==> src/rtl/bus_resp_pkg.sv <==
`default_nettype none
// ============================================================================
// Module   : bus_resp_pkg
// Brief    : Shared types and default constants for the bus request responder.
// Revision : 1.0 - initial release
// ============================================================================
package bus_resp_pkg;

    // Default build-time parameters of the responder
    localparam int BUS_RESP_DATA_WIDTH = 32;
    localparam int BUS_RESP_DEPTH      = 4;
    localparam int BUS_RESP_ACK_DELAY  = 2;

    // Width of the ack delay counter; bounds ACK_DELAY to 1..255
    localparam int BUS_RESP_CNT_W      = 8;

    // Responder sequencing states
    typedef enum logic [1:0] {
        IDLE = 2'd0,
        WAIT = 2'd1,
        ACK  = 2'd2
    } bus_resp_state_t;

endpackage : bus_resp_pkg
`default_nettype wire

==> src/rtl/bus_resp_fifo.sv <==
`default_nettype none
// ============================================================================
// Module   : bus_resp_fifo
// Brief    : Synchronous DEPTH x DATA_WIDTH queue of pending requests. A push
//            and a pop on the same edge are both honoured, even when full.
// Revision : 1.0 - initial release
// ============================================================================
module bus_resp_fifo #(
    parameter int DATA_WIDTH = 32,
    parameter int DEPTH      = 4
) (
    input  logic                       clk,
    input  logic                       reset_l,
    input  logic                       push,
    input  logic [DATA_WIDTH-1:0]      push_data,
    input  logic                       pop,
    output logic [DATA_WIDTH-1:0]      head,
    output logic                       full,
    output logic                       empty,
    output logic [$clog2(DEPTH):0]     count
);

    localparam int                 c_PTR_W = $clog2(DEPTH);
    localparam logic [c_PTR_W:0]   c_FULL  = DEPTH[c_PTR_W:0];

    logic [DATA_WIDTH-1:0] r_mem [DEPTH];
    logic [c_PTR_W-1:0]    r_wr_ptr;
    logic [c_PTR_W-1:0]    r_rd_ptr;
    logic [c_PTR_W:0]      r_count;
    logic                  w_do_push;
    logic                  w_do_pop;

    assign full      = (r_count == c_FULL);
    assign empty     = (r_count == '0);
    assign count     = r_count;
    assign head      = r_mem[r_rd_ptr];

    // A pop frees the slot this edge, so a push into a full queue is allowed with it
    assign w_do_pop  = pop & ~empty;
    assign w_do_push = push & (~full | w_do_pop);

    // Storage array; contents need no reset because occupancy gates every read
    always_ff @(posedge clk) begin
        if (w_do_push) begin
            r_mem[r_wr_ptr] <= push_data;
        end
    end

    // Pointers and occupancy; power-of-two depth lets the pointers wrap naturally
    always_ff @(posedge clk or negedge reset_l) begin
        if (!reset_l) begin
            r_wr_ptr <= '0;
            r_rd_ptr <= '0;
            r_count  <= '0;
        end else begin
            if (w_do_push) begin
                r_wr_ptr <= r_wr_ptr + 1'b1;
            end
            if (w_do_pop) begin
                r_rd_ptr <= r_rd_ptr + 1'b1;
            end
            case ({w_do_push, w_do_pop})
                2'b10:   r_count <= r_count + 1'b1;
                2'b01:   r_count <= r_count - 1'b1;
                default: r_count <= r_count;
            endcase
        end
    end

endmodule : bus_resp_fifo
`default_nettype wire

==> src/rtl/bus_req_responder.sv <==
`default_nettype none
// ============================================================================
// Module   : bus_req_responder
// Brief    : Slave-side responder for the pulse request/ack bus. Queues
//            accepted requests and returns one registered ack per request a
//            fixed ACK_DELAY cycles after the previous ack or acceptance.
// Revision : 1.0 - initial release
// ============================================================================
module bus_req_responder
    import bus_resp_pkg::*;
#(
    parameter int DATA_WIDTH = BUS_RESP_DATA_WIDTH,
    parameter int DEPTH      = BUS_RESP_DEPTH,
    parameter int ACK_DELAY  = BUS_RESP_ACK_DELAY
) (
    input  logic                       clk,
    input  logic                       reset_l,
    input  logic                       bus_req,
    input  logic [DATA_WIDTH-1:0]      bus_data,
    output logic                       bus_ack,
    output logic [DATA_WIDTH-1:0]      rsp_data,
    output logic [$clog2(DEPTH):0]     pending,
    output logic                       err_overflow,
    output logic                       err_protocol,
    output logic [15:0]                txn_count
);

    // Load values: from IDLE the ack lands ACK_DELAY edges after acceptance;
    // from ACK one edge of the delay has already elapsed in the ACK cycle.
    localparam logic [BUS_RESP_CNT_W-1:0] c_LOAD_FIRST =
        ACK_DELAY[BUS_RESP_CNT_W-1:0] - 8'd1;
    localparam logic [BUS_RESP_CNT_W-1:0] c_LOAD_NEXT  =
        (ACK_DELAY > 1) ? (ACK_DELAY[BUS_RESP_CNT_W-1:0] - 8'd2) : 8'd0;

    bus_resp_state_t               r_state;
    bus_resp_state_t               w_state_nxt;
    logic [BUS_RESP_CNT_W-1:0]     r_cnt;
    logic [BUS_RESP_CNT_W-1:0]     w_cnt_nxt;
    logic                          r_req_d;
    logic                          w_accept;
    logic                          w_push;
    logic                          w_pop;
    logic                          w_full;
    logic                          w_empty;
    logic [DATA_WIDTH-1:0]         w_head;

    // Only a rising request is a new transaction; a held request is a protocol error
    assign w_accept = bus_req & ~r_req_d;
    assign w_push   = w_accept & (~w_full | w_pop);

    bus_resp_fifo #(
        .DATA_WIDTH (DATA_WIDTH),
        .DEPTH      (DEPTH)
    ) u_fifo (
        .clk       (clk),
        .reset_l   (reset_l),
        .push      (w_push),
        .push_data (bus_data),
        .pop       (w_pop),
        .head      (w_head),
        .full      (w_full),
        .empty     (w_empty),
        .count     (pending)
    );

    // Next-state logic; the head is popped on the edge that enters ACK
    always_comb begin
        w_state_nxt = r_state;
        w_cnt_nxt   = r_cnt;
        w_pop       = 1'b0;
        case (r_state)
            IDLE: begin
                if (w_accept) begin
                    w_state_nxt = WAIT;
                    w_cnt_nxt   = c_LOAD_FIRST;
                end
            end
            WAIT: begin
                if (r_cnt == '0) begin
                    w_state_nxt = ACK;
                    w_pop       = 1'b1;
                end else begin
                    w_cnt_nxt   = r_cnt - 1'b1;
                end
            end
            ACK: begin
                if (!w_empty) begin
                    if (ACK_DELAY == 1) begin
                        w_state_nxt = ACK;
                        w_pop       = 1'b1;
                    end else begin
                        w_state_nxt = WAIT;
                        w_cnt_nxt   = c_LOAD_NEXT;
                    end
                end else if (w_accept) begin
                    w_state_nxt = WAIT;
                    w_cnt_nxt   = c_LOAD_FIRST;
                end else begin
                    w_state_nxt = IDLE;
                end
            end
            default: begin
                w_state_nxt = IDLE;
            end
        endcase
    end

    // State, delay counter and request edge tracker
    always_ff @(posedge clk or negedge reset_l) begin
        if (!reset_l) begin
            r_state <= IDLE;
            r_cnt   <= '0;
            r_req_d <= 1'b0;
        end else begin
            r_state <= w_state_nxt;
            r_cnt   <= w_cnt_nxt;
            r_req_d <= bus_req;
        end
    end

    // Registered outputs: ack pulse, response data, error pulses, ack counter
    always_ff @(posedge clk or negedge reset_l) begin
        if (!reset_l) begin
            bus_ack      <= 1'b0;
            rsp_data     <= '0;
            err_overflow <= 1'b0;
            err_protocol <= 1'b0;
            txn_count    <= '0;
        end else begin
            bus_ack      <= w_pop;
            err_overflow <= w_accept & w_full & ~w_pop;
            err_protocol <= bus_req & r_req_d;
            if (w_pop) begin
                rsp_data  <= w_head;
                txn_count <= txn_count + 16'd1;
            end
        end
    end

endmodule : bus_req_responder
`default_nettype wire
==> config.mk <==
export PLATFORM = sky130hd
export DESIGN_NAME = bus_req_responder
export DESIGN_NICKNAME = d
export VERILOG_FILES = /design/src/rtl/bus_resp_pkg.sv /design/src/rtl/bus_resp_fifo.sv /design/src/rtl/bus_req_responder.sv
export SDC_FILE = /design/constraint.sdc
export NUM_CORES = 1
export LEC_CHECK = 0
export CELL_PAD_IN_SITES_DETAIL_PLACEMENT = 1
export CELL_PAD_IN_SITES_GLOBAL_PLACEMENT = 2
export CORE_ASPECT_RATIO = 1.4
export CORE_MARGIN = 4
export CORE_UTILIZATION = 37
export DETAILED_ROUTE_END_ITERATION = 8
export GPL_TIMING_DRIVEN = 1
export PLACE_DENSITY = 0.85
export SETUP_SLACK_MARGIN = 0.02
export SKIP_LAST_GASP = 1
export SYNTH_ARGS = -nofsm -noshare
export SYNTH_HDL_FRONTEND = slang
export SYNTH_SLANG_ARGS = --single-unit
==> constraint.sdc <==
create_clock -name clk -period 2.9 [get_ports clk]
set_clock_uncertainty 0.2 [all_clocks]
set_input_delay 0.435 -clock clk [delete_from_list [all_inputs] [get_ports clk]]
set_output_delay 0.435 -clock clk [all_outputs]
set_load 0.05 [all_outputs]
# Word level (Yosys, flattened, before mapping)
# Memories as Yosys holds them, arrays and structs flattened. A register that Yosys moved wholly into a read port is not among the register bits.
# Index checks and enable logic that the tools add are counted.
# word_totals
register_bits,37
ram_bits,128
inputBits,35
out_inout_bits,54
elab_cells,60
mem_count,1
# memory_table
memory,words,word_bits,read_ports,rd_clocked_by_memory_dff,write_ports,line,source
u_fifo.r_mem,4,32,1,1,1,bus_resp_fifo.sv:26,logic [DATA_WIDTH-1:0] r_mem [DEPTH];
# classes
n_addsub,6
n_eq_ne,8
n_mux,14
n_bitwise,13
reduce_logical,8
# ops
operator,n
8-bit two-way mux,3
8-bit case mux with 3 select lines,1
16-bit by 1-bit adder with 16-bit output (second input constant),1
8-bit zero test,1
8-bit by 1-bit subtractor with 8-bit output (second input constant),1
1-bit bitwise AND,7
1-bit two-way mux,6
2-bit != test (second input constant),3
2-bit case mux with 3 select lines,1
3-bit case mux with 2 select lines,1
2-bit by 1-bit adder with 2-bit output (second input constant),2
2-bit by 1-bit equality test with 1-bit output (second input constant),2
2-bit equality test (second input constant),2
2-bit two-way mux,2
1-bit inverter,4
2-bit AND reduction,2
3-bit by 1-bit adder with 3-bit output (second input constant),1
3-bit equality test (second input constant),1
3-bit zero test,1
3-bit nonzero test,1
3-bit by 1-bit subtractor with 3-bit output (second input constant),1
2-bit zero test,1
1-bit bitwise OR,2
2-bit nonzero test,1
1-bit zero test,1

# Longest topological paths before layout
# Gate-level depths: netlist (run 1).
# depth
word_depth,8
ltp_mapped,12
ltp_nobuf,12

# Modules after synthesis
# A second synthesis (run 1) with hierarchy kept.
# unflattened
cells_unflattened,410
area_unflattened_um2,7786.2
# by_module_without_submodules
mod,n_inst,cells_per_inst,area_each_um2,seq_area_each_um2
bus_resp_fifo,1,206,5041.1,4018.9
bus_req_responder,1,204,2745.1,1551.5

# Least setup slack after synthesis (run 1)
# Ideal clock, no wire load.
# synth_timing
path_kind,flip-flop to flip-flop
from,reg r_cnt[0]
to,"mem u_fifo.r_mem[0][0], enable pin"
setup_ps,392
arrival_time_ps,2236
required_ps,2308
setup_slack_ps,72
stages_incl_launch_ff,7
path_buffers,0
period_less_slack_ps,2828
cell_sequence,dfrtp_1 -> inv_1 -> ha_1 -> nor4b_4 -> nand3_4 -> a31oi_4 -> and2_1
# synth_via
elab_chain_cells,8
elab_cells_between_ends,10
classes_between,mux (4); bitwise (5); reduce/logical (1)
# synth_rtl
element,line,source
from (decl),bus_req_responder.sv:37,logic [BUS_RESP_CNT_W-1:0] r_cnt;
from (signal assigned),bus_req_responder.sv:116,r_cnt <= w_cnt_nxt;
8-bit zero test (*),bus_req_responder.sv:79,if (r_cnt == '0) begin
1-bit two-way mux (*),bus_req_responder.sv:79,
1-bit two-way mux (*),bus_req_responder.sv:71,case (r_state)
1-bit bitwise OR or 1-bit bitwise AND (tied branches),"bus_req_responder.sv:49, bus_resp_fifo.sv:39",
1-bit bitwise AND or 1-bit bitwise OR (tied branches),"bus_req_responder.sv:49, bus_resp_fifo.sv:40",
1-bit bitwise AND (*),bus_resp_fifo.sv:40,assign w_do_push = push & (~full | w_do_pop);
1-bit two-way mux (*),bus_resp_fifo.sv:44,if (w_do_push) begin
1-bit two-way mux (not written as such) (*),bus_resp_fifo.sv:45,r_mem[r_wr_ptr] <= push_data;
to (decl),bus_resp_fifo.sv:26,
# Every way passes the cells marked *; elsewhere a longest branch is shown, timed or not.

# Final worst setup path (run 1)
# layout_timing
from,reg r_cnt[0]
to,"reg u_fifo.r_count[1], in the netlist u_fifo.count[1]"
# layout_via
elab_chain_cells,8
elab_cells_between_ends,12
classes_between,eq/ne (2); mux (3); bitwise (5); reduce/logical (2)
# layout_rtl
element,line,source
8-bit zero test (*),bus_req_responder.sv:79,
1-bit two-way mux (*),bus_req_responder.sv:79,
1-bit two-way mux (*),bus_req_responder.sv:71,
1-bit bitwise OR or 1-bit bitwise AND (tied branches),"bus_req_responder.sv:49, bus_resp_fifo.sv:39",
1-bit bitwise AND or 1-bit bitwise OR (tied branches),"bus_req_responder.sv:49, bus_resp_fifo.sv:40",
1-bit bitwise AND,bus_resp_fifo.sv:40,
2-bit by 1-bit equality test with 1-bit output or 2-bit equality test (tied branches),bus_resp_fifo.sv:62,"case ({w_do_push, w_do_pop})"
3-bit case mux with 2 select lines or 2-bit nonzero test (tied branches),n/a,
to (signal assigned),bus_resp_fifo.sv:63,2'b10: r_count <= r_count + 1'b1;
to (signal assigned),bus_resp_fifo.sv:64,2'b01: r_count <= r_count - 1'b1;
to (signal assigned),bus_resp_fifo.sv:65,default: r_count <= r_count;
to (decl),bus_resp_fifo.sv:29,logic [c_PTR_W:0] r_count;
# Marked as above.
# A chain may end at the register's enable or synchronous reset.

==> results of run 1 <==
[kinds of logic (layout without fill, tap and decap cells)]
group	after synthesis	in the layout	share of synthesized area (%)
adders and majority gates	13	13	2.20
buffers and inverters	31	154	1.73
AOI/OAI and AO/OA	24	24	2.25
muxes	35	35	9.73
DFF	197	197	72.0
xor gates and xnor gates	22	22	2.49
and+or+nand+nor	162	162	9.62
[registers in the layout, indices dropped and copies added, names as in the netlist]
name             count
u_fifo.count         3
r_req_d              1
r_cnt                8
err_protocol         1
rsp_data            32
err_overflow         1
r_state              2
u_fifo.r_wr_ptr      2
txn_count           16
u_fifo.r_rd_ptr      2
bus_ack              1
u_fifo.r_mem       128
[routing by layer]
layer,global-route usage (%),vias to the layer above
met5,0,-
met4,5.11,0
met3,3.37,21
met2,28.2,88
met1,18.4,2259
li1,-,1986
[layout by cell type, fill, tap and decap left out, types with 2 or more instances in the layout]
cell and instances:
edfxtp_1 128, xor2_1 9, and2_1 5, nand2_1 106, clkbuf_16 17, and4_1 3, bufinv_16 3, clkinv_4 2
inv_6 3, nand4_1 6, and2_2 4, ha_1 12, buf_4 16, clkdlybuf4s50_1 87, nand3_1 5, xnor2_1 13
o21ai_0 3, a21oi_1 5, dfrtp_2 3, or3_1 2, inv_8 2, o22a_1 2, clkinv_2 2, inv_1 15
dfrtp_1 66, nor2_1 14, clkinvlp_4 2, and3_1 2, mux4_2 32, nor3_1 7, buf_12 2, a31oi_1 2
[worst reg2reg max path, delay by kind of cell (launching register included)]
kind	cells	cell delay (ns)
adders and majority gates	3	0.78
AOI/OAI and AO/OA	1	0.21
muxes	1	0.17
and+or+nand+nor	2	0.39
DFF	1	0.44
buffers and inverters	4	0.45
[per-stage QoR]
| stage | setup slack [ns] | cells | power [mW] |
|---|---|---|---|
| after floorplan | 0.0716 | 484 | 6.19 |
| after global placement | 0.242 | 829 | 7.25 |
| after detailed placement | 0.183 | 829 | 7.39 |
| after CTS | 0.116 | 862 | 9.88 |
| after global routing | 0.00597 | 863 | 10.3 |
| final | 0.178 | 863 | 9.74 |
[layout make-up]
type	instances	area [sq um]
fillers	1990	10900
repair buffers	106	1040
multi-input cells	256	2040
clock buffers	18	429
well taps	256	320
flip-flops and latches	197	5570
inverters	16	61.3
clock inverters	14	193
[worst paths after layout]
| kind | from | endpoint | cells after the start |
|---|---|---|---|
| max | r_cnt[0] | u_fifo.count[1] | 11 |
| min | txn_count[15] | txn_count[15] | 1 |
| max reg2reg | r_cnt[0] | u_fifo.count[1] | 11 |
| min reg2reg | txn_count[15] | txn_count[15] | 1 |
| max in group asynchronous | reset_l | u_fifo.r_rd_ptr[0] | 2 |
| min in group asynchronous | reset_l | rsp_data[15] | 2 |
[report_power, final]
group / switching (mW) / internal, mW
registers: 0.434 / 3.53
logic: 1.98 / 1.35
clock network: 1.06 / 1.39
[what timing repair did]
action	in CTS	in global routing
hold buffers	1	0
buffers inserted	0	1
setup endpoints to repair	0	2
hold endpoints to repair	59	0
resized for setup	0	1
==> run metrics, run 1 <==
Worst Setup End Kind=flop; Num CTS Buffers=17; DR iter-0 viols=between 200 and 250; Top delay family on crit path=adder cells; Cell Area, Synth=0.00774 sq mm; post-synth top area cell=edfxtp_1; Mean Syn Cell Area=16.0 sq um; top sig layer=met4; Top FF cell, synth=edfxtp_1; Synth cell types=a little under 50; Root Driver=clkbuf_16; DRC=0; Yosys reg bits=about 200; Max Slew Vio Count=0; Sink Count=197; FP Rows=62; critical-path cell with the highest stage delay=dfrtp_2; Skew-Pair Late Insertion Delay=~0.43 ns; Buf/Inv on CP=4; antenna cells=0; Slew headroom=between 30% and 40%; Tcrit/Tclk final=between 90% and 100%; total track usage=15.6%; CTS tree=yes; remaining antenna violation count=0; Req. time, crit path=3.04 ns; area share of the leading cell type in the synthesized netlist=between 40% and 50%; CP Max Fanout=11; commonest cells in the netlist=edfxtp_1 (128), nand2_1 (106), dfrtp_1 (69), mux4_2 (32), inv_1 (15); Setup Crit Path Kind=reg2reg; # setup viols final=0; RSZ-0062 raised after global routing=no; drt first pass iters=4; I/O pins=89; H-tree levels=4; Yosys warnings=0; Tmin final=2.72 ns; core area=0.0206 sq mm; Post-Route WL=17100 microns; Via Count=between 4000 and 5000; final instance area=between 0.009 and 0.01 sq mm; GRT Residual Overflow=0; Longest Clk Path Bufs=2; layout cells sized above 1=around 15%; dominant cells by area after synthesis=edfxtp_1 (50%), dfrtp_1 (22%), mux4_2 (9.3%); first-pass GRT wire length=27300 microns; PwrDens=around 1000 mW/mm^2; die width=approximately 130 microns; initial antenna violation count=0; Crit path largest cell delay=0.44 ns; worst-case vdd ir drop=~0.00045 V; Seq/Total Area, Yosys=a little under three quarters; P_leak=about 3.7 nW; vias per cell=roughly 5; crit path launch type=flop; gp weighted congestion=0.738; Layout area overhead=24.8%; dpl cell area=~0.0090 sq mm; wire length on met2=around 9400 microns; actual slew at the worst max-slew pin=0.968 ns; run status=completed; fraction of registers with async set/reset=between 30% and 40%; Initial Utilization=37.6%; CP cell instances=inv_1 > ha_1 > nor4b_4 > nand3_4 > buf_4 > a31oi_4 > inv_1 > ha_1 > inv_1 > fa_1 > mux2i_1; FF-to-FF setup slack=between 0.15 and 0.2 ns; crit path DAT=approximately 2.9 ns; most frequent cell after synthesis=edfxtp_1; die area=approximately 0.023 sq mm; Min Hold Slack=~0.27 ns; die height=~180 microns; post-route setup TNS=0 ns; Max Cap Viol=0; Routed met3 length=roughly 650 microns; DRT met1 WL=roughly 6700 microns; f_max=between 300 and 400 MHz; Mapped Nets=532; clk slew on worst S/H paths=approximately 0.070 ns; largest net degree at the start of global routing=70; nets=642; HPWL after DPL=11700 microns; IO Port Bufs=88; number of global-route vias before repair=slightly below 5000; final core utilization=47.0%; final hold violations=0; Post-synth EDFFs=approximately 130; Mapped Cells=between 400 and 500; average wire per cell in the routed design=a little under 20 microns; cell mode on critical path=inv_1; type of the tightest min-delay check=reg2reg
Note: power is estimated with default switching activity, not from simulation.
==> run 2: changes to the inputs <==
Settings changed: CORE_MARGIN 4 to 5.
==> run metrics, run 2 (synthesis results as in run 1) <==
run status=completed; Initial Utilization=37.6% (unchanged); Layout area overhead=24.8% (unchanged); critical path launch point=r_cnt[0]; final core utilization=47.0% (unchanged); CTS tree=yes; Max Slew Vio Count=0 (unchanged); Setup Crit Path Kind=reg2reg; post-route setup TNS=0 ns (unchanged); Sink Count=197 (unchanged); most frequent cells in the layout=edfxtp_1 (128), nand2_1 (106), clkdlybuf4s50_1 (87), dfrtp_1 (67), mux4_2 (32); worst r2r src=r_cnt[0]; largest net degree at the start of global routing=61 (-13%); Root Driver=clkbuf_16; gp weighted congestion=0.768 (+4.1%); antenna cells=0 (unchanged); max reg flops=128 (unchanged); actual slew at the worst max-slew pin=0.853 ns (-0.116 ns); f_max=366 MHz (-0.33%); nets=643 (+0.16%); crit path DAT=2.67 ns (-0.20 ns); CP Max Fanout=9 (-2); first-pass GRT wire length=28200 microns (+3.2%); drt first pass iters=4 (unchanged); PwrDens=1000 mW/mm^2 (-0.70%); core area=0.0206 sq mm (unchanged); DRC=0 (unchanged); average wire per cell in the routed design=19.8 microns (+0.24%); Longest Clk Path Bufs=2 (unchanged); Worst Setup End Kind=flop; H-tree levels=4 (unchanged); Power Total=9.67 mW (-0.70%); initial antenna violation count=0 (unchanged); hold depth=1 (unchanged); Slew headroom=43.2% (+7.7 points); cell mode on critical path=buf_4; final hold violations=0 (unchanged); HPWL after DPL=12000 microns (+3.2%); DR iter-0 viols=279 (+13%); vias per cell=5.11 (+1.2%); I/O pins=89 (unchanged); CTS Hold Bufs=1 (unchanged); die area=0.0239 sq mm (+2.7%); die height=181 microns (+1.1%); commonest non-fill, non-tap cell in the layout=edfxtp_1; final instance area=0.00966 sq mm (unchanged); crit path launch type=flop; Min Hold Slack=0.273 ns (+0.00194 ns); Num CTS Buffers=17 (unchanged); number of global-route vias before repair=4938 (+1.3%); Hold Startpoint=txn_count[15]; biggest regs=u_fifo.r_mem (128), rsp_data (32), txn_count (16); FP Rows=62 (unchanged); type of the tightest min-delay check=reg2reg; layout cells sized above 1=15.6% (+0.14 points); Via Count=4411 (+1.3%); Post-Route WL=17200 microns (+0.36%); die width=132 microns (+1.5%); Most flops, register=u_fifo.r_mem; Max Cap Viol=0 (unchanged); remaining antenna violation count=0 (unchanged); Req. time, crit path=2.84 ns (-0.20 ns); Skew-Pair Late Insertion Delay=0.43 ns (about the same); critical-path cell with the highest stage delay=dfrtp_1; Worst Reg-to-Reg Cells=9 (-2); clk slew on worst S/H paths=0.07 ns (about the same); total track usage=15.0% (-0.60 points); RSZ-0062 raised after global routing=no; P_leak=3.67 nW (about the same); Tmin final=2.73 ns (+0.00897 ns); Crit path largest cell delay=0.45 ns (about the same); IO Port Bufs=88 (unchanged); post-CTS resize count=0 (unchanged); # setup viols final=0 (unchanged); CP cell instances=inv_1 > ha_1 > nor4b_4 > nand3_4 > buf_4 > a31oi_4 > buf_4 > and2_2 > buf_4; post-CTS setup buffer count=0 (unchanged); Tcrit/Tclk final=94.2% (+0.31 points); worst-case vdd ir drop=0.000481 V (+6.4%); dpl cell area=0.00904 sq mm (+0.31%); GRT Residual Overflow=0 (unchanged)
[run 2: cell types whose count changed in the layout (fill, tap and decap cells not counted)]
cell	previous run	this run
buf_12	2	3
bufinv_16	3	1
clkbuf_1	1	0
clkinv_2	2	1
clkinv_4	2	0
dfrtp_1	66	67
dfrtp_2	3	2
inv_8	2	8
[run 2: worst paths after layout]
path,to,slack [ns]
min reg2reg,txn_count[15],0.27
min in group asynchronous,rsp_data[7],0.46
max,u_fifo.r_mem[3][15],0.17
min,txn_count[15],0.27
max reg2reg,u_fifo.r_mem[3][15],0.17
max in group asynchronous,u_fifo.count[0],1.36
[run 2: through the flow]
stage	std cells	worst slack, ns
global placement	831	0.289
CTS	864	0.148
floorplan	484	0.0716
finish	864	0.169
global route	864	0.0414
detailed placement	831	0.224
[run 2: final cells by class]
cell class              count  area (sq um)
inverters                  16          61.3
multi-input cells         256          2040
clock buffers              17           425
repair buffers            107          1060
flip-flops and latches    197          5570
clock inverters            15           178
well taps                 256           320
fillers                  1993         10900
[run 2: critical path, delay by kind of cell, from the launching register on]
family                   cells  cell delay, ns
AND/OR/NAND/NOR              3            0.73
buffers and inverters        4            0.71
flip-flops                   1            0.45
AO/OA/AOI/OAI                1            0.18
adder cells (fa/ha/maj)      1            0.16
[run 2: metal layers]
layer	global-route usage, %	vias to the layer above	share of wire (%)
li1	-	1995	-
met3	3.37	18	3.5
met1	18.1	2300	40
met4	4.73	0	1.4
met2	26.8	98	55
met5	0	-	0
[run 2: where the power goes]
group / switching [mW] / internal, mW / total (mW)
clock: 1.14 / 1.25 / 2.39
sequential: 0.476 / 3.53 / 4.00
combinational: 1.95 / 1.34 / 3.28
total: 3.56 / 6.12 / 9.67
==> run 3: changes to the inputs <==
Settings changed: CORE_ASPECT_RATIO 1.4 to 0.9, SETUP_SLACK_MARGIN 0.02 to 0.5.
==> run metrics, run 3 (synthesis results as in run 1) <==
run status=completed; PwrDens=1010 mW/mm^2 (+0.81%); core area=0.0207 sq mm (+0.73%); CTS tree=yes; total track usage=15.1% (about the same); Post-Route WL=17100 microns (-0.44%); actual slew at the worst max-slew pin=0.879 ns (+0.0267 ns); P_leak=3.79 nW (+3.3%); H-tree levels=4 (unchanged); biggest regs=u_fifo.r_mem (128), rsp_data (32), txn_count (16); die area=0.0239 sq mm (-0.15%); first-pass GRT wire length=27600 microns (-2.2%); Tmin final=2.47 ns (-0.262 ns); crit path DAT=2.62 ns (-0.05 ns); FP Rows=50 (-19%); GRT Residual Overflow=0 (unchanged); Skew-Pair Late Insertion Delay=0.43 ns (about the same); largest net degree at the start of global routing=44 (-28%); Req. time, crit path=3.05 ns (+0.21 ns); commonest non-fill, non-tap cell in the layout=edfxtp_1; final hold violations=0 (unchanged); dpl cell area=0.00908 sq mm (+0.43%); clk slew on worst S/H paths=0.07 ns (about the same); max reg flops=128 (unchanged); filler cell count=2014 (+1.1%); Most flops, register=u_fifo.r_mem; DR iter-0 viols=265 (-5.0%); die height=147 microns (-19%); Via Count=4365 (-1.0%); FF-to-FF setup slack=0.43 ns (+0.26 ns); initial antenna violation count=0 (unchanged); Setup Crit Path Kind=reg2reg; DRC=0 (unchanged); Slew headroom=41.4% (-1.8 points); worst-case vdd ir drop=0.000507 V (+5.3%); Initial Utilization=37.4% (-0.27 points); HPWL after DPL=11400 microns (-5.3%); I/O pins=89 (unchanged); IO Port Bufs=88 (unchanged); RSZ-0062 raised after global routing=yes; Max Cap Viol=0 (unchanged); antenna cells=0 (unchanged); Num CTS Buffers=17 (unchanged); Root Driver=clkbuf_16; average wire per cell in the routed design=19.0 microns (-4.4%); Layout area overhead=27.6%; layout cells sized above 1=17.9% (+2.3 points); post-route setup TNS=0 ns (unchanged); Worst Setup End Kind=flop; Longest Clk Path Bufs=2 (unchanged); Tcrit/Tclk final=85.1% (-9.0 points); die width=162 microns (+23%); number of global-route vias before repair=4961 (+0.47%); crit path launch type=flop; Multi-input gate area=0.00206 sq mm (+1.2%); remaining antenna violation count=0 (unchanged); Sink Count=197 (unchanged); FF+latch area=0.00557 sq mm (unchanged); Max Slew Vio Count=0 (unchanged); vias per cell=4.85 (-5.0%); drt first pass iters=4 (unchanged); type of the tightest min-delay check=reg2reg; CP Max Fanout=3 (-6); f_max=405 MHz (+11%); most frequent cells in the layout=edfxtp_1 (128), nand2_1 (106), clkdlybuf4s50_1 (82), dfrtp_1 (67), mux4_2 (32); final instance area=0.00988 sq mm (+2.3%); gp weighted congestion=0.715 (-6.9%); # setup viols final=0 (unchanged); nets=649 (+0.93%)
-- run 3: changes by cell type in the layout (fill, tap and decap cells not counted), moves of 2 or more --
cell | previous run | this run
inv_6 | 3 | 1
buf_12 | 3 | 5
ha_1 | 12 | 10
dlygate4sd2_1 | 0 | 2
clkinv_8 | 1 | 6
inv_2 | 0 | 4
inv_1 | 15 | 11
dlymetal6s2s_1 | 0 | 3
bufinv_16 | 1 | 3
clkdlybuf4s50_1 | 87 | 82
inv_8 | 8 | 3
buf_4 | 16 | 19
-- run 3: timing repair --
action | in CTS | in global routing
pin swaps | 5 | 4
buffers inserted | 9 | 3
hold endpoints to repair | 39 | 0
endpoints found under the setup margin | 133 | 138
resized for setup | 7 | 4
hold buffers | 1 | 0
-- run 3: worst paths after layout --
| path | startpoint | end | depth (start not counted) |
|---|---|---|---|
| hold / removal | rsp_data[10] | rsp_data[10] | 2 |
| hold reg to reg | rsp_data[10] | rsp_data[10] | 2 |
| min in group asynchronous | reset_l | rsp_data[13] | 2 |
| setup reg to reg | r_cnt[0] | u_fifo.count[2] | 12 |
| max in group asynchronous | reset_l | rsp_data[28] | 3 |
| setup / recovery | r_cnt[0] | u_fifo.count[2] | 12 |
-- run 3: power breakdown --
group / internal (mW) / switching (mW) / leakage (nW)
clock network: 1.44 / 1.15 / 0.323
logic: 1.41 / 1.99 / 1.42
registers: 3.53 / 0.454 / 2.05
total: 6.38 / 3.59 / 3.79
-- run 3: cell type report --
type / instances / share of cell area (%)
Timing Repair Buffer: 113 / 11.5
Clock inverter: 14 / 2.41
Inverter: 16 / 0.659
Multi-Input combinational cell: 256 / 20.9
Tap cell: 286 / 3.62
Sequential cell: 197 / 56.4
Clock buffer: 18 / 4.45
-- run 3: per-stage QoR --
stage,total power [mW],instances,utilization (%),setup WS [ns],hold slack (ns)
2_1_floorplan,6.20,484,-,0.309,-0.0606
3_3_place_gp,7.26,855,43.9,0.335,0.259
3_5_place_dp,7.41,855,43.9,0.219,0.262
4_1_cts,10.1,897,47.5,0.389,0.286
5_1_grt,10.5,900,47.7,0.288,0.300
6_report,9.97,900,47.7,0.431,0.280
-- run 3: critical path, cell delays in order, from the launching register on --
cell      delay (ns)
dfrtp_1         0.40
inv_2           0.06
ha_1            0.14
nor4b_4         0.26
nand3_4         0.16
clkinv_4        0.07
and2_4          0.15
ha_4            0.13
inv_2           0.04
fa_2            0.33
xor2_1          0.15
nor2_1          0.13
xor2_1          0.17
-- run 3: per-layer routing --
metal	GRT usage (%)	share of wire, %	vias up
met2	26.9	53	88
met3	3.62	4.1	15
met1	18.6	42	2256
li1	-	-	2006
met5	0	0	-
met4	3.42	0.90	0
